--- src/rtl/led_effect_sequencer.sv ---
// 16-LED effect controller: shared us/ms timebase, debounced mode button,
// and BREATH / CHASE / BLINK effects on one registered LED bus.
module led_effect_sequencer #(
    parameter int unsigned CLK_PER_US  = 100,
    parameter int unsigned US_PER_MS   = 1000,
    parameter int unsigned DEBOUNCE_MS = 20,
    parameter int unsigned CHASE_MS    = 125,
    parameter int unsigned BLINK_MS    = 500
) (
    input  logic        system_clk,
    input  logic        rst,
    input  logic        btn_next,
    input  logic        pause,
    output logic [1:0]  mode,
    output logic        mode_change,
    output logic [15:0] light
);

    typedef enum logic [1:0] {
        MODE_OFF    = 2'd0,
        MODE_BREATH = 2'd1,
        MODE_CHASE  = 2'd2,
        MODE_BLINK  = 2'd3
    } mode_e;

    localparam int unsigned US_W  = (CLK_PER_US > 1) ? $clog2(CLK_PER_US) : 1;
    localparam int unsigned MS_W  = (US_PER_MS > 1) ? $clog2(US_PER_MS) : 1;
    localparam int unsigned DB_W  = $clog2(DEBOUNCE_MS + 1);
    localparam int unsigned CH_W  = $clog2(CHASE_MS + 1);
    localparam int unsigned BL_W  = $clog2(BLINK_MS + 1);
    localparam int unsigned IDX_W = 4;

    localparam logic [US_W-1:0] US_LAST = US_W'(CLK_PER_US - 1);
    localparam logic [MS_W-1:0] MS_LAST = MS_W'(US_PER_MS - 1);
    localparam logic [DB_W-1:0] DB_MAX  = DB_W'(DEBOUNCE_MS);
    localparam logic [CH_W-1:0] CH_MAX  = CH_W'(CHASE_MS);
    localparam logic [BL_W-1:0] BL_MAX  = BL_W'(BLINK_MS);

    logic [US_W-1:0]  us_cnt_q, us_cnt_d;
    logic [MS_W-1:0]  ms_cnt_q, ms_cnt_d;
    logic             btn_s1_q, btn_s2_q;
    logic             pause_s1_q, pause_s2_q;
    logic             db_level_q, db_level_d;
    logic             db_prev_q;
    logic [DB_W-1:0]  db_cnt_q, db_cnt_d;
    mode_e            mode_q, mode_d;
    logic             mode_change_q, mode_change_d;
    logic [MS_W-1:0]  lvl_q, lvl_d;
    logic             dir_up_q, dir_up_d;
    logic [CH_W-1:0]  ch_cnt_q, ch_cnt_d;
    logic [IDX_W-1:0] ch_idx_q, ch_idx_d;
    logic [BL_W-1:0]  bl_cnt_q, bl_cnt_d;
    logic             blink_on_q, blink_on_d;
    logic [15:0]      light_q, light_d;

    logic tick_us_c, tick_ms_c, press_c, step_c, pwm_c;

    assign tick_us_c = (us_cnt_q == US_LAST);
    assign tick_ms_c = tick_us_c && (ms_cnt_q == MS_LAST);
    assign press_c   = db_level_q && !db_prev_q;
    assign step_c    = tick_ms_c && !pause_s2_q;
    // The ms counter doubles as the PWM ramp; lvl sets the duty threshold.
    assign pwm_c     = dir_up_q ? (ms_cnt_q < lvl_q) : (ms_cnt_q >= lvl_q);

    always_comb begin
        us_cnt_d      = us_cnt_q;
        ms_cnt_d      = ms_cnt_q;
        db_level_d    = db_level_q;
        db_cnt_d      = db_cnt_q;
        mode_d        = mode_q;
        mode_change_d = press_c;
        lvl_d         = lvl_q;
        dir_up_d      = dir_up_q;
        ch_cnt_d      = ch_cnt_q;
        ch_idx_d      = ch_idx_q;
        bl_cnt_d      = bl_cnt_q;
        blink_on_d    = blink_on_q;
        light_d       = 16'h0000;

        us_cnt_d = tick_us_c ? '0 : us_cnt_q + US_W'(1);
        if (tick_us_c) begin
            ms_cnt_d = (ms_cnt_q == MS_LAST) ? '0 : ms_cnt_q + MS_W'(1);
        end

        // Debouncer: accept a new level after DEBOUNCE_MS consecutive differing samples.
        if (tick_ms_c) begin
            if (btn_s2_q == db_level_q) begin
                db_cnt_d = '0;
            end else if (db_cnt_q + DB_W'(1) == DB_MAX) begin
                db_level_d = btn_s2_q;
                db_cnt_d   = '0;
            end else begin
                db_cnt_d = db_cnt_q + DB_W'(1);
            end
        end

        if (press_c) begin
            unique case (mode_q)
                MODE_OFF:    mode_d = MODE_BREATH;
                MODE_BREATH: mode_d = MODE_CHASE;
                MODE_CHASE:  mode_d = MODE_BLINK;
                MODE_BLINK:  mode_d = MODE_OFF;
            endcase
        end

        // Mode entry reset takes priority over any effect step in the same cycle.
        if (press_c) begin
            lvl_d      = '0;
            dir_up_d   = 1'b1;
            ch_cnt_d   = '0;
            ch_idx_d   = '0;
            bl_cnt_d   = '0;
            blink_on_d = 1'b1;
        end else if (step_c) begin
            unique case (mode_q)
                MODE_BREATH: begin
                    if (lvl_q == MS_LAST) begin
                        lvl_d    = '0;
                        dir_up_d = !dir_up_q;
                    end else begin
                        lvl_d = lvl_q + MS_W'(1);
                    end
                end
                MODE_CHASE: begin
                    if (ch_cnt_q + CH_W'(1) == CH_MAX) begin
                        ch_cnt_d = '0;
                        ch_idx_d = ch_idx_q + IDX_W'(1);
                    end else begin
                        ch_cnt_d = ch_cnt_q + CH_W'(1);
                    end
                end
                MODE_BLINK: begin
                    if (bl_cnt_q + BL_W'(1) == BL_MAX) begin
                        bl_cnt_d   = '0;
                        blink_on_d = !blink_on_q;
                    end else begin
                        bl_cnt_d = bl_cnt_q + BL_W'(1);
                    end
                end
                MODE_OFF: ;
            endcase
        end

        unique case (mode_q)
            MODE_OFF:    light_d = 16'h0000;
            MODE_BREATH: light_d = {16{pwm_c}};
            MODE_CHASE:  light_d = 16'h0001 << ch_idx_q;
            MODE_BLINK:  light_d = {16{blink_on_q}};
        endcase
    end

    always_ff @(posedge system_clk) begin
        if (rst) begin
            us_cnt_q      <= '0;
            ms_cnt_q      <= '0;
            btn_s1_q      <= 1'b0;
            btn_s2_q      <= 1'b0;
            pause_s1_q    <= 1'b0;
            pause_s2_q    <= 1'b0;
            db_level_q    <= 1'b0;
            db_prev_q     <= 1'b0;
            db_cnt_q      <= '0;
            mode_q        <= MODE_OFF;
            mode_change_q <= 1'b0;
            lvl_q         <= '0;
            dir_up_q      <= 1'b1;
            ch_cnt_q      <= '0;
            ch_idx_q      <= '0;
            bl_cnt_q      <= '0;
            blink_on_q    <= 1'b1;
            light_q       <= 16'h0000;
        end else begin
            us_cnt_q      <= us_cnt_d;
            ms_cnt_q      <= ms_cnt_d;
            btn_s1_q      <= btn_next;
            btn_s2_q      <= btn_s1_q;
            pause_s1_q    <= pause;
            pause_s2_q    <= pause_s1_q;
            db_level_q    <= db_level_d;
            db_prev_q     <= db_level_q;
            db_cnt_q      <= db_cnt_d;
            mode_q        <= mode_d;
            mode_change_q <= mode_change_d;
            lvl_q         <= lvl_d;
            dir_up_q      <= dir_up_d;
            ch_cnt_q      <= ch_cnt_d;
            ch_idx_q      <= ch_idx_d;
            bl_cnt_q      <= bl_cnt_d;
            blink_on_q    <= blink_on_d;
            light_q       <= light_d;
        end
    end

    assign mode        = mode_q;
    assign mode_change = mode_change_q;
    assign light       = light_q;

endmodule

--- config.mk ---
export PLATFORM = sky130hd
export DESIGN_NAME = led_effect_sequencer
export DESIGN_NICKNAME = d
export VERILOG_FILES = /design/src/rtl/led_effect_sequencer.sv
export SDC_FILE = /design/constraint.sdc
export NUM_CORES = 1
export LEC_CHECK = 0
export ABC_AREA = 1
export CAP_MARGIN = 20
export CORE_ASPECT_RATIO = 1.75
export CORE_MARGIN = 3
export CORE_UTILIZATION = 40
export DETAILED_ROUTE_END_ITERATION = 10
export PLACE_DENSITY = 0.69
export SYNTH_ARGS = -nofsm -noshare
export SYNTH_HDL_FRONTEND = slang
export SYNTH_SLANG_ARGS = --single-unit
export TNS_END_PERCENT = 50
--- constraint.sdc ---
create_clock -name system_clk -period 2.18 [get_ports system_clk]
set_clock_uncertainty 0.15 [all_clocks]
set_input_delay 0.545 -clock system_clk [delete_from_list [all_inputs] [get_ports system_clk]]
set_output_delay 0.545 -clock system_clk [all_outputs]
set_load 0.02 [all_outputs]
==> results of run 1 <==
## cell type report
cell class	instances	area, um2
fill	988	5246
multi-input combinational	431	2326
sequential	79	1585
timing repair buffer	39	385.4
inverter	99	371.6
clock buffer	10	229.0
tap	127	158.9
clock inverter	5	58.81
## stage by stage
step	hold WS (ns)	utilization	area, um2	setup slack, ns
floorplan	0.2383	-	4262	0.2678
global placement	0.2512	0.4550	4715	0.1294
detailed placement	0.2535	0.4550	4715	0.04564
CTS	0.2588	0.4828	5002	0.03490
global route	0.2865	0.4937	5115	0.02214
finish	0.2648	0.4937	5115	0.1233
## state kept, by name (all words and copies together), names as in the netlist, 2 cells and up
name      cells
ch_idx_q      4
bl_cnt_q      9
db_cnt_q      5
ms_cnt_q     10
mode          2
ch_cnt_q      7
us_cnt_q      7
lvl_q        10
light        16
## what timing repair did
item,in CTS,in global routing
endpoints found under the setup margin,0,47
buffers inserted,0,5
gates resized for setup,0,17
hold buffers,0,0
## routing by layer
| layer | track usage | up-vias |
|---|---|---|
| met5 | 0 | - |
| met1 | 0.1602 | 1837 |
| li1 | - | 2058 |
| met3 | 0.03650 | 27 |
| met2 | 0.3468 | 81 |
| met4 | 0.08983 | 0 |
## worst paths after layout
kind	endpoint	slack [ns]	start	depth (start not counted)
max reg2reg	light[7]	0.16	mode[0]	8
max	mode[1]	0.12	mode[1]	1
min	btn_s2_q	0.26	btn_s1_q	2
min reg2reg	btn_s2_q	0.26	btn_s1_q	2
## power by group
group / internal [uW] / leakage [uW] / switching (uW)
sequential: 1450 / 0.000639 / 4.75
clock: 882 / 0.000135 / 591
combinational: 22.9 / 0.00132 / 37.2
total: 2360 / 0.00210 / 633
## cells in the mapped netlist
cell	n	area (um2)
nor3b_1	3	22.52
nor2_2	2	12.51
a21oi_1	59	295.3
nor4_2	1	12.51
inv_1	97	364.1
o41ai_1	1	8.760
xor2_1	7	61.31
or2_2	1	6.260
ha_1	28	350.3
a21o_1	1	7.510
nand3_1	39	195.2
nand4_2	2	25.02
a21oi_2	1	8.760
or2_0	1	6.260
nand4_1	11	68.82
o21ai_1	1	5.000
o211ai_1	6	45.04
nand2_1	138	518.0
nor2_4	2	22.52
dfxtp_1	79	1582
nand3_4	1	17.52
nor2_8	1	20.02
buf_1	1	3.750
and3_1	4	25.02
nor2_1	78	292.8
and2_1	1	6.260
inv_2	2	7.510
buf_2	3	15.01
clkbuf_1	6	22.52
nor3_4	1	16.27
xnor2_1	2	17.52
nor3_1	11	55.05
o21bai_1	1	7.510
o31ai_1	1	7.510
o21ai_0	26	130.1
## cell families after synthesis
| group | count (synthesis) | share of synthesized area |
|---|---|---|
| and+or+nand+nor | 297 | 0.3103 |
| adders and majority gates | 28 | 0.08221 |
| buffers and inverters | 109 | 0.09689 |
| AOI/OAI and AO/OA | 97 | 0.1210 |
| xor gates and xnor gates | 9 | 0.01850 |
| DFF | 79 | 0.3711 |
==> impl_metrics.ini, run 1 <==
[worst_setup_path]
cp.required_ns = 1.48
slowest_stage = clkdlybuf4s50_1
path_buf_inv = 1
crit_chain = clkdlybuf4s50_1
crit_type = flop to primary output
start_kind = flop
critPathCaptureType = primary output
cp_top_family = buffers and inverters
cp_max_fo = 4
arrival_ns = 1.36
max_stage_delay_ns = 0.63

[final_layout]
num_antenna_cells = 0
layout-drive-gt1-share = 0.08446
fin_cells = 790
syn_to_final_growth_pct = 20.02
final_common_cell = nand2_1
most-common-layout-cells = nand2_1 (136), inv_1 (97), dfxtp_1 (76), nor2_1 (75), a21oi_1 (58)
fin_nets = 691

[floorplanning]
coreArea_mm2 = 0.01036
die_x_um = 84.03
io_pins = 23
start_util = 0.4113
dieArea_mm2 = 0.01198
die_y_um = 142.5
rows = 49

[routing]
ant_nets = 0
vias = 4003
route.met3.wl_um = 282
top_layer_used = met4
drt_iter0_markers = 152
wl_met1_um = 3888
avgRoutedWirePerCell_um = 12.94
drt-total-wl_um = 10230
wl_met2_um = 5741
drc_errors = 0
via_per_inst = 5.067
dr.pass1.iters = 4

[clock_network]
cts_sinks = 79
htreeDepth = 3
clkTransAtPathRegs_ns = 0.06
cts_root_buf = clkbuf_16
cts_made_buffers = 9
max-clock-path-buffers = 2
cts_tree = built
worstSkewPairLatency_ns = 0.34

[timing]
fmax_mhz = 486.2
rsz0062_at_grt = no
hold_viol = 0
setup_viol = 0
final_max_slew_viol_count = 0
post-route-min-period_ns = 2.057
setup_tns_ns = 0
worstMarginPinSlew_ns = 0.5006
period_share = 0.9434
relSlewSlack = 0.6650

[synth]
ys_types = 35
avgSynthCellArea_um2 = 6.885
syn_inst = 619
ys_seq_area_frac = 0.3711
syn-num-nets = 651
yosys_warnings = 0
synth_seq_cells = 79
synth_area_mm2 = 0.004262

[grt]
antenna_found_initial = 0
grt_pass1_wl_um = 16740
grt_use_total = 0.1737
grt_pass1_vias = 3826
overflow = 0
grt_max_degree = 17

[power]
power_uw = 2989
vdd_drop_max_mv = 0.4679
power.density_mw_per_mm2 = 584.5
total_leakage_power_uw = 0.002097

[place]
port-buffer-count = 22
placed_cells = 770
hpwlAfterDp_um = 7920
gp_congestion = 0.8899

[worst_hold_path]
min_path_type = flop to flop

[outcome]
status = complete, no violations

[job]
drv_cap = 0
(Power assumes the default switching activity.)
==> run 2, diff against run 1 <==
- CTS_CLUSTER_DIAMETER: unset -> 80
==> results of run 2 <==
Final layout, timing and power as in run 1 (identical DEF).
